`src/rtl/peak_pair_hasher_if.sv`:
```
// Hash stream from the peak pair hasher towards the hash FIFO / HPS bridge.
// The hasher drives the master side; the consumer drives hash_ready.
interface peak_pair_hasher_if #(
  parameter int FREQ_W = 9,
  parameter int TIME_W = 16,
  parameter int DT_W   = 2
);
  logic                     hash_valid;
  logic                     hash_ready;
  logic [2*FREQ_W+DT_W-1:0] hash_data;
  logic [TIME_W-1:0]        hash_time;

  modport master (output hash_valid, output hash_data, output hash_time, input hash_ready);
  modport slave  (input hash_valid, input hash_data, input hash_time, output hash_ready);
endinterface

```
`src/rtl/peak_pair_hasher.sv`:
```
// Pairs every peak of a newly published spectrogram frame with the peaks of the last HIST
// accepted frames and streams one {anchor_freq, target_freq, dt} hash per qualifying pair.
module peak_pair_hasher #(
  parameter int PEAKS    = 6,
  parameter int AMPL_W   = 8,
  parameter int FREQ_W   = 9,
  parameter int TIME_W   = 16,
  parameter int HIST     = 3,
  parameter int MIN_AMPL = 1,
  parameter int DT_W     = $clog2(HIST + 1)
) (
  input  logic                      CLOCK_50,
  input  logic                      reset_n,
  input  logic                      valid_in,
  input  logic [PEAKS*AMPL_W-1:0]   amplitudes_in,
  input  logic [PEAKS*FREQ_W-1:0]   freqs_in,
  input  logic [TIME_W-1:0]         counter_in,
  peak_pair_hasher_if.master        hash_if,
  output logic                      busy,
  output logic                      overrun
);
  localparam int H_W  = (HIST > 1) ? $clog2(HIST) : 1;
  localparam int S_W  = H_W + 1;
  localparam int P_W  = (PEAKS > 1) ? $clog2(PEAKS) : 1;
  localparam int HD_W = 2*FREQ_W + DT_W;

  localparam logic [1:0] ST_IDLE   = 2'd0;
  localparam logic [1:0] ST_LOAD   = 2'd1;
  localparam logic [1:0] ST_EMIT   = 2'd2;
  localparam logic [1:0] ST_COMMIT = 2'd3;

  // Signed amplitude test; the explicit > 0 keeps silent bands out even if MIN_AMPL <= 0.
  function automatic logic peak_qual(input logic [AMPL_W-1:0] amp);
    logic signed [31:0] amp_ext;
    amp_ext = 32'(signed'(amp));
    return (amp_ext >= 32'(MIN_AMPL)) && (amp_ext > 32'sd0);
  endfunction

  logic [2:0]                             sync_q, sync_d;
  logic [1:0]                             state_q, state_d;
  logic [H_W-1:0]                         h_q, h_d, wr_ptr_q, wr_ptr_d;
  logic [P_W-1:0]                         a_q, a_d, t_q, t_d;
  logic [PEAKS-1:0][FREQ_W-1:0]           tgt_freq_q, tgt_freq_d;
  logic [PEAKS-1:0]                       tgt_qual_q, tgt_qual_d;
  logic [TIME_W-1:0]                      tgt_time_q, tgt_time_d;
  logic [HIST-1:0][PEAKS-1:0][FREQ_W-1:0] hist_freq_q, hist_freq_d;
  logic [HIST-1:0][PEAKS-1:0]             hist_qual_q, hist_qual_d;
  logic [HIST-1:0][TIME_W-1:0]            hist_time_q, hist_time_d;
  logic [HIST-1:0]                        hist_vld_q, hist_vld_d;
  logic                                   hv_q, hv_d;
  logic [HD_W-1:0]                        hd_q, hd_d;
  logic [TIME_W-1:0]                      ht_q, ht_d;
  logic                                   busy_q, busy_d;
  logic                                   overrun_q, overrun_d;

  logic [S_W-1:0]    slot_sum_s;
  logic [H_W-1:0]    slot_s;
  logic [TIME_W-1:0] dt_full_s;
  logic              pair_ok_s;
  logic              last_s;
  logic              frame_evt_s;
  logic              out_free_s;

  // Evaluate the pair under the iterator; h counts back from the newest history slot.
  always_comb begin
    slot_sum_s = {1'b0, wr_ptr_q} + S_W'(HIST - 1) - {1'b0, h_q};
    if (slot_sum_s >= S_W'(HIST)) begin
      slot_s = H_W'(slot_sum_s - S_W'(HIST));
    end else begin
      slot_s = slot_sum_s[H_W-1:0];
    end
    // Modular difference, so counter wrap still yields the true frame distance.
    dt_full_s   = tgt_time_q - hist_time_q[slot_s];
    pair_ok_s   = hist_vld_q[slot_s] && hist_qual_q[slot_s][a_q] && tgt_qual_q[t_q] &&
                  (dt_full_s != {TIME_W{1'b0}}) && (dt_full_s <= TIME_W'(HIST));
    last_s      = (h_q == H_W'(HIST - 1)) && (a_q == P_W'(PEAKS - 1)) && (t_q == P_W'(PEAKS - 1));
    frame_evt_s = sync_q[1] & ~sync_q[2];
    out_free_s  = ~hv_q | hash_if.hash_ready;
  end

  // Next-state logic: strobe synchronizer, frame FSM, pair iterator, history and output stage.
  always_comb begin
    sync_d      = {sync_q[1:0], valid_in};
    state_d     = state_q;
    h_d         = h_q;
    a_d         = a_q;
    t_d         = t_q;
    wr_ptr_d    = wr_ptr_q;
    tgt_freq_d  = tgt_freq_q;
    tgt_qual_d  = tgt_qual_q;
    tgt_time_d  = tgt_time_q;
    hist_freq_d = hist_freq_q;
    hist_qual_d = hist_qual_q;
    hist_time_d = hist_time_q;
    hist_vld_d  = hist_vld_q;
    hd_d        = hd_q;
    ht_d        = ht_q;
    if (out_free_s) begin
      hv_d = 1'b0;
    end else begin
      hv_d = hv_q;
    end
    if (frame_evt_s && (state_q != ST_IDLE)) begin
      overrun_d = 1'b1;
    end else begin
      overrun_d = overrun_q;
    end

    case (state_q)
      ST_IDLE: begin
        if (frame_evt_s) begin
          state_d = ST_LOAD;
        end else begin
          state_d = ST_IDLE;
        end
      end
      ST_LOAD: begin
        for (int p = 0; p < PEAKS; p++) begin
          tgt_freq_d[p] = freqs_in[p*FREQ_W +: FREQ_W];
          tgt_qual_d[p] = peak_qual(amplitudes_in[p*AMPL_W +: AMPL_W]);
        end
        tgt_time_d = counter_in;
        h_d        = {H_W{1'b0}};
        a_d        = {P_W{1'b0}};
        t_d        = {P_W{1'b0}};
        state_d    = ST_EMIT;
      end
      ST_EMIT: begin
        // The iterator only moves when the output register is empty or being taken.
        if (out_free_s) begin
          hv_d = pair_ok_s;
          if (pair_ok_s) begin
            hd_d = {hist_freq_q[slot_s][a_q], tgt_freq_q[t_q], dt_full_s[DT_W-1:0]};
            ht_d = hist_time_q[slot_s];
          end else begin
            hd_d = hd_q;
            ht_d = ht_q;
          end
          if (last_s) begin
            state_d = ST_COMMIT;
          end else if (t_q == P_W'(PEAKS - 1)) begin
            t_d = {P_W{1'b0}};
            if (a_q == P_W'(PEAKS - 1)) begin
              a_d = {P_W{1'b0}};
              h_d = h_q + H_W'(1);
            end else begin
              a_d = a_q + P_W'(1);
            end
          end else begin
            t_d = t_q + P_W'(1);
          end
        end else begin
          state_d = ST_EMIT;
        end
      end
      ST_COMMIT: begin
        hist_freq_d[wr_ptr_q] = tgt_freq_q;
        hist_qual_d[wr_ptr_q] = tgt_qual_q;
        hist_time_d[wr_ptr_q] = tgt_time_q;
        hist_vld_d[wr_ptr_q]  = 1'b1;
        if (wr_ptr_q == H_W'(HIST - 1)) begin
          wr_ptr_d = {H_W{1'b0}};
        end else begin
          wr_ptr_d = wr_ptr_q + H_W'(1);
        end
        state_d = ST_IDLE;
      end
      default: begin
        state_d = ST_IDLE;
      end
    endcase

    busy_d = (state_d != ST_IDLE);
  end

  // State registers; reset abandons any frame in flight and empties the history.
  always_ff @(posedge CLOCK_50 or negedge reset_n) begin
    if (!reset_n) begin
      sync_q      <= 3'b000;
      state_q     <= ST_IDLE;
      h_q         <= {H_W{1'b0}};
      a_q         <= {P_W{1'b0}};
      t_q         <= {P_W{1'b0}};
      wr_ptr_q    <= {H_W{1'b0}};
      tgt_freq_q  <= {(PEAKS*FREQ_W){1'b0}};
      tgt_qual_q  <= {PEAKS{1'b0}};
      tgt_time_q  <= {TIME_W{1'b0}};
      hist_freq_q <= {(HIST*PEAKS*FREQ_W){1'b0}};
      hist_qual_q <= {(HIST*PEAKS){1'b0}};
      hist_time_q <= {(HIST*TIME_W){1'b0}};
      hist_vld_q  <= {HIST{1'b0}};
      hv_q        <= 1'b0;
      hd_q        <= {HD_W{1'b0}};
      ht_q        <= {TIME_W{1'b0}};
      busy_q      <= 1'b0;
      overrun_q   <= 1'b0;
    end else begin
      sync_q      <= sync_d;
      state_q     <= state_d;
      h_q         <= h_d;
      a_q         <= a_d;
      t_q         <= t_d;
      wr_ptr_q    <= wr_ptr_d;
      tgt_freq_q  <= tgt_freq_d;
      tgt_qual_q  <= tgt_qual_d;
      tgt_time_q  <= tgt_time_d;
      hist_freq_q <= hist_freq_d;
      hist_qual_q <= hist_qual_d;
      hist_time_q <= hist_time_d;
      hist_vld_q  <= hist_vld_d;
      hv_q        <= hv_d;
      hd_q        <= hd_d;
      ht_q        <= ht_d;
      busy_q      <= busy_d;
      overrun_q   <= overrun_d;
    end
  end

  assign hash_if.hash_valid = hv_q;
  assign hash_if.hash_data  = hd_q;
  assign hash_if.hash_time  = ht_q;
  assign busy               = busy_q;
  assign overrun            = overrun_q;
endmodule
```
`src/flat_wrapper.sv`:
```
// flat-port wrapper written by rule: the top's interface ports become plain ports
module peak_pair_hasher_flat 
#(
  parameter int PEAKS    = 6,
  parameter int AMPL_W   = 8,
  parameter int FREQ_W   = 9,
  parameter int TIME_W   = 16,
  parameter int HIST     = 3,
  parameter int MIN_AMPL = 1,
  parameter int DT_W     = $clog2(HIST + 1)
)
  (CLOCK_50, reset_n, valid_in, amplitudes_in, freqs_in, counter_in, busy, overrun, hash_if_hash_valid, hash_if_hash_data, hash_if_hash_time, hash_if_hash_ready);
  peak_pair_hasher_if #(.FREQ_W(FREQ_W), .TIME_W(TIME_W), .DT_W(DT_W)) hash_if_i ();
  input  logic CLOCK_50;
  input  logic reset_n;
  input  logic valid_in;
  input  logic [PEAKS*AMPL_W-1:0] amplitudes_in;
  input  logic [PEAKS*FREQ_W-1:0] freqs_in;
  input  logic [TIME_W-1:0] counter_in;
  output logic busy;
  output logic overrun;
  output wire logic [$bits(hash_if_i.hash_valid)-1:0] hash_if_hash_valid;
  output wire logic [$bits(hash_if_i.hash_data)-1:0] hash_if_hash_data;
  output wire logic [$bits(hash_if_i.hash_time)-1:0] hash_if_hash_time;
  input wire logic [$bits(hash_if_i.hash_ready)-1:0] hash_if_hash_ready;
  assign hash_if_hash_valid = hash_if_i.hash_valid;
  assign hash_if_hash_data = hash_if_i.hash_data;
  assign hash_if_hash_time = hash_if_i.hash_time;
  assign hash_if_i.hash_ready = hash_if_hash_ready;
  peak_pair_hasher #(.PEAKS(PEAKS), .AMPL_W(AMPL_W), .FREQ_W(FREQ_W), .TIME_W(TIME_W), .HIST(HIST), .MIN_AMPL(MIN_AMPL), .DT_W(DT_W)) u_core (.CLOCK_50(CLOCK_50), .reset_n(reset_n), .valid_in(valid_in), .amplitudes_in(amplitudes_in), .freqs_in(freqs_in), .counter_in(counter_in), .hash_if(hash_if_i), .busy(busy), .overrun(overrun));
endmodule
```
`config.mk`:
```
export PLATFORM = sky130hd
export DESIGN_NAME = peak_pair_hasher_flat
export DESIGN_NICKNAME = d
export VERILOG_FILES = /design/src/rtl/peak_pair_hasher_if.sv /design/src/rtl/peak_pair_hasher.sv /design/src/flat_wrapper.sv
export SDC_FILE = /design/constraint.sdc
export NUM_CORES = 1
export LEC_CHECK = 0
export ABC_CLOCK_PERIOD_IN_PS = 5700
export BUFFER_PORTS_ARGS = -buffer_cell sky130_fd_sc_hd__buf_2
export CAP_MARGIN = 0
export CORE_ASPECT_RATIO = 1.1
export CORE_MARGIN = 4
export CORE_UTILIZATION = 54
export DETAILED_ROUTE_END_ITERATION = 7
export PLACE_DENSITY = 0.77
export SLEW_MARGIN = 40
export SYNTH_ARGS = -nofsm -noshare
export SYNTH_HDL_FRONTEND = slang
export SYNTH_SLANG_ARGS = --single-unit
```
`constraint.sdc`:
```
create_clock -name CLOCK_50 -period 5.7 [get_ports CLOCK_50]
set_clock_uncertainty 0.1 [all_clocks]
set_input_delay 1.14 -clock CLOCK_50 [delete_from_list [all_inputs] [get_ports CLOCK_50]]
set_output_delay 1.14 -clock CLOCK_50 [all_outputs]
set_load 0.02 [all_outputs]
```
# After elaboration in Yosys (flattened, before gate mapping)
# Cells that the tools add are included.
[word_totals]
latch_bits = 0
mem_count = 0
rom_bits = 0
regBits = 361
mem_bits_rw = 0
[classes]
multipliers = 0
shifts = 0
n_reduce_logical = 23
div_mod_pow = 0
mux = 50
add_sub_neg = 8
n_lt_le_gt_ge = 19
eq_ne = 11
bitwise_logic = 5
[op_table]
columns = ["operator", "count"]
rows = [
  ["$bwmux 162", 1],
  ["$bmux 54 s2", 1],
  ["$demux 54 s2", 1],
  ["$mux 54", 2],
  ["$bmux 9 s3", 2],
  ["$bwmux 48", 1],
  ["$ge 8x2->1 const B", 6],
  ["$gt 8x1->1 const B", 6],
  ["$bmux 16 s2", 1],
  ["$demux 16 s2", 1],
  ["$mux 16", 2],
  ["$mux 3", 7],
  ["$bwmux 18", 1],
  ["$mux 9", 2],
  ["$le 16x2->1 const B", 1],
  ["$mux 2", 8],
  ["$reduce_bool 16->1", 1],
  ["$sub 16x16->16", 1],
  ["$logic_and 1x1->1", 14],
  ["$bmux 6 s2", 1],
  ["$demux 6 s2", 1],
  ["$mux 6", 2],
  ["$pmux 3 s2", 2],
  ["$eq 2x2->1 const B", 4],
  ["28 further kinds", 47],
]

# Logic depth before layout (Yosys ltp)
# Gate-level depths: netlist of run 1.
[logic_depth]
ltp_word = 14
mapped_depth = 26
mapped_depth_nobuf = 20

# Least setup slack after synthesis of run 1
# No wires, ideal clock.
[synth_path]
kind = "register -> register"
start = "reg u_core.wr_ptr_q[1]"
end = "reg u_core.hd_q[10] (netlist: u_core.hash_if.hash_data[10])"
arrival_time_ns = 5.282
synth_period_minus_slack_ns = 5.507
t_required_ns = 5.475
slack_ns = 0.193
setup_time_ns = 0.125
stages_incl_launch_ff = 26
path_cell_list = "dfrtp_1 -> inv_1 -> ha_1 -> inv_1 -> ha_1 -> ha_1 -> nor2_1 -> nand3_1 -> nand2_2 -> buf_2 -> buf_2 -> buf_1 -> nand2_1 -> a21oi_1 -> a21oi_1 -> ha_1 -> a21o_1 -> and2_1 -> o21a_1 -> or4_1 -> a211oi_2 -> o2111a_1 -> o2111a_1 -> buf_6 -> buf_12 -> mux2_4"
[synth_between]
elab_chain_cells = 13
elab_cells_between_ends = 21
cone_classes = "add/sub: 4; order compare: 2; mux: 9; reduce/logical: 6"
[synth_rtl]
columns = ["element", "line_no", "rtl"]
rows = [
  ["start: declaration", "peak_pair_hasher.sv:41", "logic [H_W-1:0] h_q, h_d, wr_ptr_q, wr_ptr_d;"],
  ["start signal: assignment", "peak_pair_hasher.sv:184", "wr_ptr_q <= {H_W{1'b0}};"],
  ["start signal: assignment", "peak_pair_hasher.sv:203", "wr_ptr_q <= wr_ptr_d;"],
  ["$add 2x2->3 *", "peak_pair_hasher.sv:66", "slot_sum_s = {1'b0, wr_ptr_q} + S_W'(HIST - 1) - {1'b0, h_q};"],
  ["$sub 3x2->3 *", "peak_pair_hasher.sv:66", ""],
  ["$ge 3x2->1 or $sub 2x2->2 (tied branches)", "peak_pair_hasher.sv:67, peak_pair_hasher.sv:68", ""],
  ["$mux 2 *", "peak_pair_hasher.sv:67", "if (slot_sum_s >= S_W'(HIST)) begin"],
  ["branches (longest 7 deep; another with $sub 16x16->16)", "--", ""],
  ["$logic_and 1x1->1 *", "peak_pair_hasher.sv:75", "(dt_full_s != {TIME_W{1'b0}}) && (dt_full_s <= TIME_W'(HIST));"],
  ["$reduce_and 3->1 (no source line) *", "--", ""],
  ["end signal: assignment", "peak_pair_hasher.sv:193", "hd_q <= {HD_W{1'b0}};"],
  ["end: declaration", "peak_pair_hasher.sv:51", "logic [HD_W-1:0] hd_q, hd_d;"],
]
# Mark *: on every way between the ends. The select of a mux whose other input is x is not followed.
# A chain may end at the register's enable or synchronous reset.

# Worst setup path after layout of run 1
[layout_path]
start = "reg u_core.wr_ptr_q[1]"
end = "reg u_core.hd_q[2] (netlist: u_core.hash_if.hash_data[2])"
# The elaborated chain is that of the path after synthesis.

==> results of run 1 <==
synth_stat cells, drive strengths merged (6+ instances only):
cell type and n:
dfrtp 361, mux2 321, a21oi 77, nand2 52
mux4 49, clkbuf 44, inv 44, mux2i 39
buf 26, ha 24, o21ai 22, nor3 19
o21a 12, o22ai 10, a32oi 9, nor2 8
and3 7, nand3 7, nor4 7, a21o 6
nor2b 6
routing by layer:
layer  wire length (um)  up-vias  part of all wire [%]  GRT usage (%)
met2              19700      287                    51           38.3
met3               1790       61                   4.7           3.16
met5                  0        -                     0              0
met4                890        0                   2.3           5.70
met1              15900     5672                    42           29.9
li1                   -     4826                     -              -
worst max-delay path by stage:
stage               slack, ns          startpoint  depth (start not counted)                            to
floorplan                0.19  u_core.wr_ptr_q[1]                         25  u_core.hash_if.hash_data[10]
global placement         0.43  u_core.wr_ptr_q[1]                         19   u_core.hash_if.hash_data[3]
detailed placement       0.26  u_core.wr_ptr_q[1]                         19   u_core.hash_if.hash_data[4]
CTS                      0.23  u_core.wr_ptr_q[1]                         22   u_core.hash_if.hash_data[2]
global route            0.002  u_core.wr_ptr_q[1]                         20   u_core.hash_if.hash_data[3]
finish                   0.24  u_core.wr_ptr_q[1]                         19   u_core.hash_if.hash_data[2]
worst max-delay path, stage by stage, from the launching register on:
cell and delay [ns]:
dfrtp_1 0.39, inv_1 0.12, ha_1 0.29, inv_1 0.04
ha_1 0.32, ha_1 0.25, nor2_1 0.23, nand3_1 0.19
and2_1 0.24, mux2i_1 0.12, o21ai_0 0.36, fa_1 0.51
a221oi_2 0.29, o21ai_1 0.09, or3_1 0.35, a2111oi_1 0.39
o2111a_1 0.24, o2111a_2 0.26, buf_12 0.20, mux2_2 0.35
cell type report:
cell class	instances	area [um2]
fill	2274	11200
sequential	361	9030
multi-input combinational	749	7400
clock buffer	56	1140
timing repair buffer	182	1080
tap	414	518
inverter	44	165
clock inverter	12	86.3
stage by stage:
step / hold WS, ns / instance area (um2) / utilization (%) / setup slack [ns] / power [W]
after floorplan: 0.231 / 16900 / - / 0.193 / 0.00274
after global placement: 0.238 / 18100 / 59.2 / 0.430 / 0.00287
after detailed placement: 0.242 / 18200 / 59.4 / 0.264 / 0.00288
after CTS: 0.256 / 19400 / 63.5 / 0.233 / 0.00528
after global routing: 0.266 / 19400 / 63.5 / 0.00204 / 0.00541
final: 0.251 / 19400 / 63.5 / 0.244 / 0.00522
state kept, by name, indices dropped and copies added (netlist names), named ones only:
register and cells:
u_core.t_q 3, u_core.state_q 2, u_core.hist_vld_q 3, u_core.hist_time_q 48, u_core.tgt_freq_q 54, u_core.tgt_time_q 16
u_core.h_q 2, u_core.overrun 1, u_core.sync_q 3, u_core.hist_qual_q 18, u_core.hash_if.hash_time 16, u_core.hist_freq_q 162
u_core.hash_if.hash_data 20, u_core.tgt_qual_q 6, u_core.a_q 3, u_core.wr_ptr_q 2, u_core.busy 1
cell families (layout without fill, tap and decap cells):
kind of cell    Yosys count  count (layout)  synth area share (%)
compound gates          175             175                  6.68
xor+xnor                  7               7                 0.364
flops                   361             361                  53.6
fa+ha+maj                25              25                  1.90
simple gates            133             133                  4.01
mux                     409             409                  30.6
buf+inv                 114             294                  2.89
power by group through the flow:
stage	Sequential [W]	Clock, W	Combinational (W)
after global routing	0.00264	0.00255	0.000220
after CTS	0.00263	0.00245	0.000199
after floorplan	0.00266	0	0.0000809
after detailed placement	0.00268	0	0.000198
final	0.00263	0.00239	0.000196
after global placement	0.00268	0	0.000191
==> impl_metrics.csv, run 1 <==
group,metric,value,unit
status,status,"complete, no violations",
run,max_cap_viol_count,0,
logic_synthesis,ys_top_cells_by_area,"dfrtp_1, mux2_2, mux4_2",
sta,slew_headroom,44.6,%
power,intPower,0.00407,W
worst_setup_path,end_kind,"register",
detailed_routing,first_pass_iters,5,
detailed_routing,wl_per_cell,21.1,um
detailed_routing,drt_iter0_drc,754,
sta,period_minus_slack,5.46,ns
worst_setup_path,reg2reg_to,"u_core.hash_if.hash_data[2]",
cts,clk_path_buf_depth,3,
die,die_area,34100,um2
logic_synthesis,syn_area,16900,um2
logic_synthesis,synth_top_cell_area_share,53.6,%
detailed_routing,vias,10846,
die,ios,161,
detailed_routing,post-route-drc-count,0,
grt,grt-ovfl-total,0,
cts,cts_buffers,38,
min_path,min_path_cells,0,
logic_synthesis,netlist_instances,1224,
power,p_leak,9.23,nW
finish,final_cell_mix,"dfrtp_1, mux2_2, buf_2",
sta,report.final.setup_viol,0,
grt,grt_pass1_vias,11421,
min_path,hp-class,"reg2reg",
power,seqPwrFrac,50.5,%
finish,drive_gt1_share,45.0,%
grt,grt_pass1_wl,61100,um
sta,tns,0,ns
logic_synthesis,syn-mean-instance-area,13.8,um2
placement,dp_hpwl,25200,um
sta,fmax,183,MHz
power,powerDensity,269,nW/um2
min_path,hp-start,"u_core.sync_q[0]",
min_path,hold_end,"u_core.sync_q[1]",
detailed_routing,ant_nets,0,
placement,place_inst,1750,
cts,ctsHtreeMaxLevel,2,
placement,portBuffers,160,
sta,drv_slew,0,
logic_synthesis,ys.flop_type,"dfrtp_1",
logic_synthesis,synth-edff-count,0,
power,p_comb_share,3.8,%
placement,globalplace.congestion,0.887,
logic_synthesis,ys_seq_elements,361,
finish,nNetsFinal,1523,
cts,clock_sinks,361,
worst_setup_path,rr_worst_depth,19,
logic_synthesis,async_flop_share,100,%
worst_setup_path,rrSetupSlack,0.24,ns
die,initial_core_util,55.1,%
cts,clk_pin_slew,0.06,ns
power,p_sw_share,22.0,%
cts,clock_latency,0.53,ns
detailed_routing,wirelength,38300,um
logic_synthesis,synth_nets,1371,
grt,grt_max_degree,111,
grt,grt_usage,22.2,%
worst_setup_path,arrival,5.76,ns
finish,n_antenna_cell,0,
power,ir_drop,282,uV
worst_setup_path,start_kind,"register",
cts,cts_root_buffer,"clkbuf_16",
cts,post-cts-setup-buffers,0,
sta,hold_viol_final,0,
logic_synthesis,synth_top_area_cell,"dfrtp_1",
worst_setup_path,critPathKind,"reg2reg",
grt,antenna_found_initial,0,
worst_setup_path,required,6.01,ns
logic_synthesis,synth.distinct_cells,69,
cts,cts_hold_buf,0,
detailed_routing,viasPerCell,5.97,
power,clock_power_share,45.8,%
die,die_h,193,um
logic_synthesis,ys_seq_area_share,53.6,%
die,core-area,30600,um2
cts,cts_tree,"done",
logic_synthesis,synth_warnings,0,
finish,instances_no_fill,1818,
finish,area_delta_synth_final,15.2,%
power,p_sw,0.00115,W
sta,worstMarginPinSlew,0.831,ns
finish,mostFrequentLayoutCell,"dfrtp_1",
worst_setup_path,reg2reg_from,"u_core.wr_ptr_q[1]",
worst_setup_path,path_max_fanout,21,
sta,rsz0062_at_grt,"false",
cts,ctsResizeCount,0,
die,row_count,67,
die,die-width,176,um
sta,final.period_utilization,95.7,%
(Power assumes the default switching activity.)
==> run 2, diff against run 1 <==
- CELL_PAD_IN_SITES_DETAIL_PLACEMENT: not set -> 2
- CELL_PAD_IN_SITES_GLOBAL_PLACEMENT: not set -> 2
- CORE_UTILIZATION: 54 -> 38
- PLACE_DENSITY: 0.77 -> not set
- PLACE_DENSITY_LB_ADDON: not set -> 0.1
==> impl_metrics.csv, run 2 (synthesis results as in run 1) <==
group,metric,value,unit
power,intPower,0.00425,W
sta,final.period_utilization,95.3,%
finish,mostFrequentLayoutCell,"dfrtp_1",
grt,antenna_found_initial,1,
sta,report.final.setup_viol,0,
power,p_sw_share,22.4,%
status,status,"complete, no violations",
detailed_routing,viasPerCell,5.49,
die,core-area,43600,um2
cts,ctsHtreeMaxLevel,2,
cts,clock_latency,0.56,ns
worst_setup_path,critPathKind,"reg2reg",
placement,dp_hpwl,31500,um
cts,clk_path_buf_depth,3,
cts,cts_hold_buf,0,
finish,multi_input_area,7460,um2
finish,design_area,19900,um2
worst_setup_path,path_max_fanout,9,
power,p_sw,0.00122,W
sta,hold_viol_final,0,
detailed_routing,vias,10927,
detailed_routing,drt_iter0_drc,388,
min_path,hp-class,"reg2reg",
placement,portBuffers,160,
finish,final_cell_mix,"dfrtp_1, mux2_2, buf_2",
grt,grt_usage,20.0,%
detailed_routing,ant_nets,0,
die,initial_core_util,38.6,%
finish,area_delta_synth_final,18.0,%
power,seqPwrFrac,48.2,%
worst_setup_path,required,6.04,ns
finish,largest_reg_flops,162,
die,ios,161,
cts,cts_root_buffer,"clkbuf_16",
power,p_leak,9.34,nW
grt,grt-ovfl-total,0,
worst_setup_path,slowest_stage,"ha_1",
finish,n_fill_cell,4315,
power,p_comb_share,3.8,%
worst_setup_path,arrival,5.77,ns
sta,rsz0062_at_grt,"false",
cts,cts_tree,"done",
finish,post-route-util,45.6,%
placement,globalplace.congestion,0.823,
run,max_cap_viol_count,0,
grt,grt_pass1_wl,75700,um
finish,regMostFlops,"u_core.hist_freq_q",
die,die-width,209,um
power,powerDensity,275,nW/um2
die,die_h,229,um
sta,period_minus_slack,5.43,ns
detailed_routing,wl_per_cell,24.1,um
finish,nNetsFinal,1538,
sta,fmax,184,MHz
sta,drv_slew,0,
cts,clock_sinks,361,
worst_setup_path,cpPeakStageDelay,0.43,ns
finish,largest_registers,"u_core.hist_freq_q (162), u_core.tgt_freq_q (54), u_core.hist_time_q (48)",
worst_setup_path,end_kind,"register",
finish,n_antenna_cell,0,
worst_setup_path,start_kind,"register",
worst_setup_path,worstPathCellList,"inv_1 > ha_1 > inv_1 > ha_4 > nor2_4 > nand3_1 > and2_1 > buf_4 > nand2_1 > a21oi_1 > a21oi_1 > ha_1 > a21o_1 > and2_1 > o21a_1 > o41a_1 > a311oi_2 > xnor2_1 > o2111a_2 > clkbuf_16 > mux2_4",
finish,drive_gt1_share,46.4,%
sta,worstMarginPinSlew,0.756,ns
cts,cts_buffers,41,
die,die_area,47800,um2
finish,register_area,9040,um2
power,ir_drop,184,uV
cts,clk_pin_slew,0.06,ns
die,row_count,80,
grt,grt_max_degree,94,
detailed_routing,first_pass_iters,4,
detailed_routing,wirelength,48000,um
placement,place_area,18400,um2
detailed_routing,post-route-drc-count,0,
sta,slew_headroom,49.6,%
grt,grt_pass1_vias,12543,
power,clock_power_share,48.0,%
==> run 2: cell types whose count changed in the layout (fill, tap and decap cells not counted), moves of 3 or more <==
cell and delta:
clkbuf_16 +5, bufinv_16 +3, clkbuf_8 -4, buf_4 +9
==> run 2: per-stage QoR <==
| stage | power, W | setup WS, ns | instances | setup TNS [ns] | hold WS [ns] |
|---|---|---|---|---|---|
| 6_report | 0.00547 | 0.268 | 1989 | 0 | 0.254 |
| 5_1_grt | 0.00570 | 0.0291 | 1989 | 0 | 0.259 |
| 4_1_cts | 0.00556 | 0.0185 | 1981 | 0 | 0.257 |
| 3_5_place_dp | 0.00290 | -0.0926 | 1914 | -1.11 | 0.243 |
| 3_3_place_gp | 0.00289 | 0.236 | 1913 | 0 | 0.239 |
| 2_1_floorplan | 0.00274 | 0.193 | 1224 | 0 | 0.231 |
==> run 2: layout make-up <==
cell class,count,area share (%)
flip-flops and latches,361,45.4
clock buffers,54,5.87
well taps,574,3.61
multi-input cells,749,37.5
clock inverters,13,0.723
repair buffers,194,6.03
inverters,44,0.830
==> run 2: worst paths after layout <==
kind	startpoint	endpoint	slack (ns)	cells past startpoint
worst max-delay path	u_core.wr_ptr_q[0]	u_core.hash_if.hash_data[13]	0.27	21
worst min-delay path	u_core.sync_q[0]	u_core.sync_q[1]	0.25	0
worst max register to register	u_core.wr_ptr_q[0]	u_core.hash_if.hash_data[13]	0.27	21
worst min register to register	u_core.sync_q[0]	u_core.sync_q[1]	0.25	0
max in group asynchronous	reset_n	u_core.tgt_freq_q[46]	3.84	3
min in group asynchronous	reset_n	u_core.tgt_time_q[14]	0.38	1
==> run 2: critical path, delay by kind of cell (launching register included) <==
family	cells	cell delay (ns)
fa+ha+maj	3	0.98
mux	1	0.30
buf+inv	4	0.71
simple gates	5	0.81
flops	1	0.39
compound gates	7	1.82
xor+xnor	1	0.17
==> run 2: power by group through the flow <==
stage,Sequential (W),Combinational (W),Clock [W]
2_1_floorplan,0.00266,0.0000809,0
6_report,0.00264,0.000207,0.00263
3_5_place_dp,0.00268,0.000212,0
5_1_grt,0.00264,0.000235,0.00282
4_1_cts,0.00264,0.000213,0.00271
3_3_place_gp,0.00268,0.000204,0
==> run 2: metal layers <==
layer	up-vias	track usage, %	share of wire, %
met4	2	5.75	2.3
met1	5828	25.4	42
li1	4863	-	-
met5	-	0	0.015
met2	168	35.9	53
met3	66	2.73	3.3
==> run 2: what timing repair did <==
item | in CTS | in global routing
resized for setup | 3 | 18
pin swaps | 0 | 2
endpoints found under the setup margin | 20 | 37
buffers inserted | 0 | 6
gates cloned | 0 | 1
